**config.mk**
```make
export PLATFORM = sky130hd
export DESIGN_NAME = fetch_pc_unit_flat
export DESIGN_NICKNAME = d
export VERILOG_FILES = /design/src/rtl/cpu_pkg.sv /design/src/rtl/fetch_pc_unit_if.sv /design/src/rtl/fetch_pc_unit_ifid.sv /design/src/rtl/fetch_pc_unit.sv /design/src/flat_wrapper.sv
export SDC_FILE = /design/constraint.sdc
export NUM_CORES = 1
export LEC_CHECK = 0
export CELL_PAD_IN_SITES_DETAIL_PLACEMENT = 0
export CELL_PAD_IN_SITES_GLOBAL_PLACEMENT = 1
export CORE_UTILIZATION = 44
export DETAILED_ROUTE_END_ITERATION = 12
export DONT_BUFFER_PORTS = 1
export PLACE_DENSITY = 0.8
export SETUP_SLACK_MARGIN = 0.1
export SKIP_CTS_REPAIR_TIMING = 1
export SLEW_MARGIN = 10
export SYNTH_ARGS = -nofsm -noshare
export SYNTH_HDL_FRONTEND = slang
export SYNTH_SLANG_ARGS = --single-unit
export TNS_END_PERCENT = 10
```
**constraint.sdc**
```tcl
create_clock -name clk -period 2 [get_ports clk]
set_input_delay 0.3 -clock clk [delete_from_list [all_inputs] [get_ports clk]]
set_output_delay 0.3 -clock clk [all_outputs]
set_load 0.02 [all_outputs]
```
**src/rtl/cpu_pkg.sv**
```systemverilog
// Shared CPU definitions: widths, fetch opcodes, fetch FSM states
// and the IF/ID pipeline bundle.
package cpu_pkg;

  localparam int ADDR_W  = 16;
  localparam int INSTR_W = 16;

  localparam int OP_HI = 15;
  localparam int OP_LO = 12;

  localparam logic [3:0] HALT_OP = 4'hF;
  localparam logic [INSTR_W-1:0] NOP_INSTR = '0;

  typedef enum logic {
    RUN,
    HALT
  } fetch_state_t;

  typedef struct packed {
    logic [INSTR_W-1:0] instr;
    logic [ADDR_W-1:0]  pcNext;
    logic               valid;
  } if_id_t;

  function automatic logic [3:0] opcode(
    input logic [INSTR_W-1:0] instr
  );
    return instr[OP_HI:OP_LO];
  endfunction

endpackage

```
**src/rtl/fetch_pc_unit_if.sv**
```systemverilog
// Instruction memory bus between fetch and instructionMemory.
// Data for an address returns combinationally in the same cycle.
interface fetch_pc_unit_if;
  import cpu_pkg::*;

  logic [ADDR_W-1:0]  imem_addr;
  logic [INSTR_W-1:0] imem_data;

  modport master (
    output imem_addr,
    input  imem_data
  );

  modport slave (
    input  imem_addr,
    output imem_data
  );

endinterface

```
**src/rtl/fetch_pc_unit_ifid.sv**
```systemverilog
// IF/ID pipeline register with hold and flush; flush wins
// over hold so a redirect always squashes the wrong path.
module ifid_reg
  import cpu_pkg::*;
(
  input  logic   clk,
  input  logic   rst,
  input  logic   hold,
  input  logic   flush,
  input  if_id_t d,
  output if_id_t q
);

  localparam if_id_t BUBBLE = '{
    instr:  NOP_INSTR,
    pcNext: '0,
    valid:  1'b0
  };

  always_ff @(posedge clk) begin
    if (!rst)
      q <= BUBBLE;
    else if (flush)
      q <= BUBBLE;
    else if (!hold)
      q <= d;
  end

endmodule

```
**src/rtl/fetch_pc_unit.sv**
```systemverilog
// Fetch stage: PC, redirect/stall/halt control, IF/ID capture
// and a saturating delivered-instruction counter.
module fetch_pc_unit
  import cpu_pkg::*;
#(
  parameter logic [ADDR_W-1:0] RESET_PC = '0,
  parameter int                PC_STEP  = 2
) (
  input  logic               clk,
  input  logic               rst,
  input  logic               stall,
  input  logic               branch_taken,
  input  logic [ADDR_W-1:0]  branch_target,
  input  logic               jump,
  input  logic [ADDR_W-1:0]  jump_target,
  fetch_pc_unit_if.master    imem,
  output logic [INSTR_W-1:0] ifid_instr,
  output logic [ADDR_W-1:0]  ifid_pc_next,
  output logic               ifid_valid,
  output logic               halted,
  output logic [15:0]        fetch_count
);

  fetch_state_t      state, stateNxt;
  logic [ADDR_W-1:0] pc, pcNxt, pcPlus, target;
  logic [15:0]       cnt, cntNxt;
  logic              redirect, hold, flush;
  if_id_t            ifidD, ifidQ;

  assign imem.imem_addr = pc;
  assign pcPlus   = pc + ADDR_W'(PC_STEP);
  assign redirect = branch_taken | jump;
  // Branch is older than the jump sitting behind it in ID.
  assign target   = branch_taken ? branch_target : jump_target;

  always_comb begin
    pcNxt    = pc;
    stateNxt = state;
    cntNxt   = cnt;
    hold     = 1'b0;
    flush    = 1'b0;
    ifidD    = '{
      instr:  imem.imem_data,
      pcNext: pcPlus,
      valid:  1'b1
    };
    if (redirect) begin
      pcNxt    = {target[ADDR_W-1:1], 1'b0};
      stateNxt = RUN;
      flush    = 1'b1;
    end else if (stall) begin
      hold = 1'b1;
    end else if (state == HALT) begin
      flush = 1'b1;
    end else begin
      if (cnt != 16'hFFFF)
        cntNxt = cnt + 16'd1;
      if (opcode(imem.imem_data) == HALT_OP)
        stateNxt = HALT;
      else
        pcNxt = pcPlus;
    end
  end

  always_ff @(posedge clk) begin
    if (!rst) begin
      pc    <= RESET_PC;
      state <= RUN;
      cnt   <= '0;
    end else begin
      pc    <= pcNxt;
      state <= stateNxt;
      cnt   <= cntNxt;
    end
  end

  ifid_reg u_ifid (
    .clk   (clk),
    .rst   (rst),
    .hold  (hold),
    .flush (flush),
    .d     (ifidD),
    .q     (ifidQ)
  );

  assign ifid_instr   = ifidQ.instr;
  assign ifid_pc_next = ifidQ.pcNext;
  assign ifid_valid   = ifidQ.valid;
  assign halted       = (state == HALT);
  assign fetch_count  = cnt;

endmodule

```
**src/flat_wrapper.sv**
```systemverilog
// flat-port wrapper written by rule: the top's interface ports become plain ports
module fetch_pc_unit_flat import cpu_pkg::*;
#(
  parameter logic [ADDR_W-1:0] RESET_PC = '0,
  parameter int                PC_STEP  = 2
)
  (clk, rst, stall, branch_taken, branch_target, jump, jump_target, ifid_instr, ifid_pc_next, ifid_valid, halted, fetch_count, imem_imem_addr, imem_imem_data);
  fetch_pc_unit_if imem_i ();
  input  logic clk;
  input  logic rst;
  input  logic stall;
  input  logic branch_taken;
  input  logic [ADDR_W-1:0] branch_target;
  input  logic jump;
  input  logic [ADDR_W-1:0] jump_target;
  output logic [INSTR_W-1:0] ifid_instr;
  output logic [ADDR_W-1:0] ifid_pc_next;
  output logic ifid_valid;
  output logic halted;
  output logic [15:0] fetch_count;
  output wire logic [$bits(imem_i.imem_addr)-1:0] imem_imem_addr;
  input wire logic [$bits(imem_i.imem_data)-1:0] imem_imem_data;
  assign imem_imem_addr = imem_i.imem_addr;
  assign imem_i.imem_data = imem_imem_data;
  fetch_pc_unit #(.RESET_PC(RESET_PC), .PC_STEP(PC_STEP)) u_core (.clk(clk), .rst(rst), .stall(stall), .branch_taken(branch_taken), .branch_target(branch_target), .jump(jump), .jump_target(jump_target), .imem(imem_i), .ifid_instr(ifid_instr), .ifid_pc_next(ifid_pc_next), .ifid_valid(ifid_valid), .halted(halted), .fetch_count(fetch_count));
endmodule
```
---- Yosys cells after proc, flatten, opt, wreduce, memory -nomap -nowiden ----
Cells that the tools add are included.
word-level totals
  register bits ........................... 66
  input port bits ......................... 53
  word-level logic and storage cells ...... 37
cells by class
  muxes and demuxes ....................... 12
  reduce and logical (&&, ||, !) cells .... 5
  add/sub/neg operators ................... 2
  equal/unequal tests ..................... 5
  bitwise logic cells ..................... 6
operator list
  operator                                                         count
  16-bit two-way mux                                               5
  16-bit by 1-bit adder with 16-bit output, second input constant  1
  16-bit by 2-bit adder with 16-bit output, second input constant  1
  16-bit != test, second input constant                            1
  1-bit two-way mux                                                7
  3-bit AND reduction                                              2
  1-bit inverter                                                   5
  4-bit equality test, second input constant                       1
  2-bit by 1-bit != test with 1-bit output, second input constant  2
  4-bit AND reduction                                              1
  2-bit OR reduction                                               2
  2-bit != test, second input constant                             1
  1-bit OR                                                         1

---- Depth between registers and ports, before layout ----
  depth in word-level cells ............... 5
  gate-level depth with buffers ........... 7
  mapped depth without buffers ............ 6

---- Cells and area by module ----
From an unflattened synthesis, not the netlist that was laid out.
second synthesis, totals
  cell total of the unflattened synthesis .. 380
  area total of the unflattened synthesis .. 3403.3 um^2
by module, submodules not included
  module         cells an instance  sequential area each (um^2)  area each (um^2)  times used
  fetch_pc_unit  272                640.6                        2190.9            1
  ifid_reg       108                660.6                        1212.4            1

---- Least setup slack after synthesis ----
Ideal clock, no wire load.
  path kind ............................... register to register
  from .................................... reg u_core.pc[1] (netlist: u_core.imem.imem_addr[1])
  to ...................................... reg u_core.pc[6] (netlist: u_core.imem.imem_addr[6])
  stages on the path, launching flop included .. 7
  slack ................................... 69 ps
  arrival time ............................ 1799 ps
  required time ........................... 1868 ps
  cells stage by stage .................... dfxtp_1 -> and3_1 -> clkbuf_1 -> nand3_1 -> or4b_2 -> o2111ai_1 -> a21oi_1
between the ends
  longest elaborated chain between the ends .. 5
RTL lines
  what                                      RTL line             RTL
  start, declared                           fetch_pc_unit.sv:25  logic [ADDR_W-1:0] pc, pcNxt, pcPlus, target;
  start signal, assigned                    fetch_pc_unit.sv:71  pc <= pcNxt;
  16-bit by 2-bit adder with 16-bit output  fetch_pc_unit.sv:31  assign pcPlus = pc + ADDR_W'(PC_STEP);
  16-bit two-way mux                        fetch_pc_unit.sv:58  if (opcode(imem.imem_data) == HALT_OP)
  16-bit two-way mux                        fetch_pc_unit.sv:53  end else if (state == HALT) begin
  16-bit two-way mux                        fetch_pc_unit.sv:51  end else if (stall) begin
  16-bit two-way mux                        fetch_pc_unit.sv:47  if (redirect) begin
No other way between the ends. The select of a mux whose other input is x is not followed.
A chain may end at the register's enable or synchronous reset.

---- Final worst setup path ----
  from .................................... reg u_core.state (netlist: u_core.halted)
  to ...................................... reg u_core.cnt[7] (netlist: u_core.fetch_count[7])
between the ends
  longest elaborated chain between the ends .. 2
RTL lines
  what                                  RTL line             RTL
  start, declared                       fetch_pc_unit.sv:24  fetch_state_t state, stateNxt;
  start signal, assigned                fetch_pc_unit.sv:72  state <= stateNxt;
  1-bit inverter (no source line)       --
  4-bit AND reduction (no source line)  --
  end signal, assigned                  fetch_pc_unit.sv:73  cnt <= cntNxt;
  end, declared                         fetch_pc_unit.sv:26  logic [15:0] cnt, cntNxt;
No other way between the ends.

==> impl_metrics.yaml <==
synth:
  syn_inst: 376
  netlist_area_um2: 2989
  ys_warn_count: 0
  yosysSeqAreaShare: 0.4286
  synth_ff_type: "dfxtp_1"
  syn-mean-instance-area_um2: 7.950
  synth_top_cell_area_share: 0.4286
  yosys.area.top_type: "dfxtp_1"
  synthTopCellsByCount: "dfxtp_1, nand2_1, nor2_1, a21oi_1, clkbuf_1"
  yosysMostFrequentCell: "dfxtp_1"
  yosys-top-cells-area: "dfxtp_1, nand2_1, nor2_1, a21oi_1, xnor2_1"
  synth.lib_cells_used.distinct: 45
  async_reset_ff_frac: 0
  synth_seq_cells: 64
  synth_edf_count: 0
cells_and_area:
  multi_input_area_um2: 1614
  drive_gt1_frac: 0.1231
  nFillCells: 641
  syn2layout_area_growth_pct: 14.19
  final_cells: 475
  ff_latch_area_um2: 1284
  nets: 449
  finish.utilization: 0.5285
  antenna_cells: 0
die:
  initial_core_util: 0.4628
  die_area_um2: 7127
  placeableCoreArea_um2: 6459
  die_h_um: 84.42
  die_w_um: 84.42
  num_rows: 29
  io_pins: 119
clock_network:
  cts_root_buffer: "clkbuf_8"
  clk_path_buf_depth: 2
  cts_max_level: 3
  cts_tree: "yes"
  clk_pin_slew_ns: 0.07
  numCtsBuffers: 9
  cts_sinks: 64
  clk_latency_ns: 0.34
grt:
  grt_max_degree: 46
  grt_antenna_before_repair: 0
  gr-total-overflow: 0
  grt_pass1_vias: 2573
  grt_pass1_wl_um: 12790
  grt_usage: 0.2295
timing:
  hold_viol: 0
  fin_ws_ns: 0.1698
  setup-violations-final: 0
  worstMarginPinSlew_ns: 0.6673
  fin_skew_ns: 0.006586
  slew_headroom: 0.5552
  period_share: 0.9151
  period_needed_ns: 1.830
  rsz0062_at_grt: "true"
  setup-tns-final_ns: 0
  slew_viol_final: 0
  fmax_mhz: 546.4
detailed_routing:
  avgViaCountPerCell: 5.669
  drt-initial-drc-count: 104
  drc_errors: 6
  dr.pass1.iters: 11
  vias: 2693
  post_drt_wl_per_cell_um: 16.33
  ant_nets: 0
  wl_um: 7757
critical_path:
  worstPathMaxFanout: 6
  path_class: "flop to flop"
  arrival_ns: 2.10
  reg2reg_depth: 5
  critPathCaptureType: "flop"
  cp-start-kind: "flop"
  critPathRequiredTime_ns: 2.27
power_and_ir_drop:
  leakage_nw: 1.348
  p_sw_frac: 0.2623
  p_seq_frac: 0.510
  ir_drop_uv: 405.3
  p_clk_frac: 0.392
  p_per_area_nw_per_um2: 803.4
  power_switching_mw: 0.7193
  p_int_mw: 2.023
  comb_power_share: 0.098
place:
  dp.cells: 460
  place.gp.congestion: 0.8442
  io_buffers: 0
  post-dp-hpwl_um: 5724
  post-place-ws_ns: 0.1045
status:
  violations: "design-rule violations"
  status: "finished, violations left"
worst_hold_path:
  worstHoldPathCells: 2
  hp-class: "input port to flop"
run:
  max-cap-violations: 0
==> metrics by stage <==
| stage | power, mW | hold WS [ns] | area [um2] |
|---|---|---|---|
| 6_report | 2.742 | 0.08802 | 3413 |
| 5_1_grt | 2.860 | 0.07498 | 3413 |
| 4_1_cts | 2.762 | 0.07840 | 3401 |
| 3_5_place_dp | 1.698 | 0.4410 | 3214 |
| 3_3_place_gp | 1.693 | 0.4367 | 3214 |
| 2_1_floorplan | 1.619 | 0.4405 | 2995 |
==> path summary, 6_finish.rpt <==
check	start	endpoint	slack [ns]
hold / removal	imem_imem_data[4]	u_core.u_ifid.q[21]	0.09
hold reg to reg	u_core.imem.imem_addr[2]	u_core.imem.imem_addr[2]	0.50
setup reg to reg	u_core.halted	u_core.fetch_count[7]	0.17
setup / recovery	u_core.halted	u_core.fetch_count[7]	0.17
==> worst max-delay path: stages, from the launching register on <==
cell	delay (ns)
dfxtp_1	0.31
or4_4	0.54
nor2_1	0.39
nand4_1	0.15
a21oi_1	0.18
mux2i_1	0.19
==> cells by family after synthesis <==
family | share of synthesized area
AND/OR/NAND/NOR | 0.2478
buffers and inverters | 0.03683
adder cells (fa/ha/maj) | 0.008370
XOR/XNOR | 0.07911
flip-flops | 0.4286
multiplexers | 0.01340
other | 0.001255
AO/OA/AOI/OAI | 0.1846
==> area by class of cell <==
class	count	share of cell area
Clock buffer	11	0.04142
Clock inverter	4	0.01320
Inverter	4	0.004399
Multi-Input combinational cell	286	0.4729
Sequential cell	64	0.3761
Tap cell	77	0.02823
Timing Repair Buffer	29	0.06378
==> flip-flops by register name, indices dropped and copies added, names as in the netlist <==
register and flops:
u_core.halted 1, u_core.u_ifid.q 32, u_core.imem.imem_addr 15, u_core.fetch_count 16
==> metal layers <==
metal / track usage / vias up / routed length, um
li1: - / 1357 / -
met1: 0.3051 / 1203 / 3572
met2: 0.3420 / 117 / 3346
met3: 0.07965 / 16 / 690
met4: 0.09245 / 0 / 148
met5: 0 / - / 0
==> power groups by stage <==
stage	clock network, mW	registers [mW]	logic [mW]
2_1_floorplan	0	1.45	0.171
3_3_place_gp	0	1.43	0.266
3_5_place_dp	0	1.43	0.270
4_1_cts	1.09	1.40	0.271
5_1_grt	1.15	1.41	0.302
6_report	1.07	1.40	0.270
==> placed cells by master, fill, tap and decap left out, types with 2 or more instances in the layout <==
cell type and n:
a211oi_1 15, and3_1 7, clkinv_2 3, dfxtp_1 62, o22a_1 2, a21oi_1 32
nor2_1 44, nand2_1 63, and4_1 3, o21ai_0 15, dfxtp_2 2, nand2b_1 4
xnor2_1 15, nor4_2 2, buf_4 29, o22ai_1 7, xor2_1 12, nand3_1 13
inv_1 3, o31ai_1 3, clkbuf_8 10, a31oi_1 4, a21o_1 2, o211a_1 2
mux2i_1 4, conb_1 2, nor3_1 5, nand4_1 10, and2_1 4, ha_1 2
(Power assumes the default switching activity.)
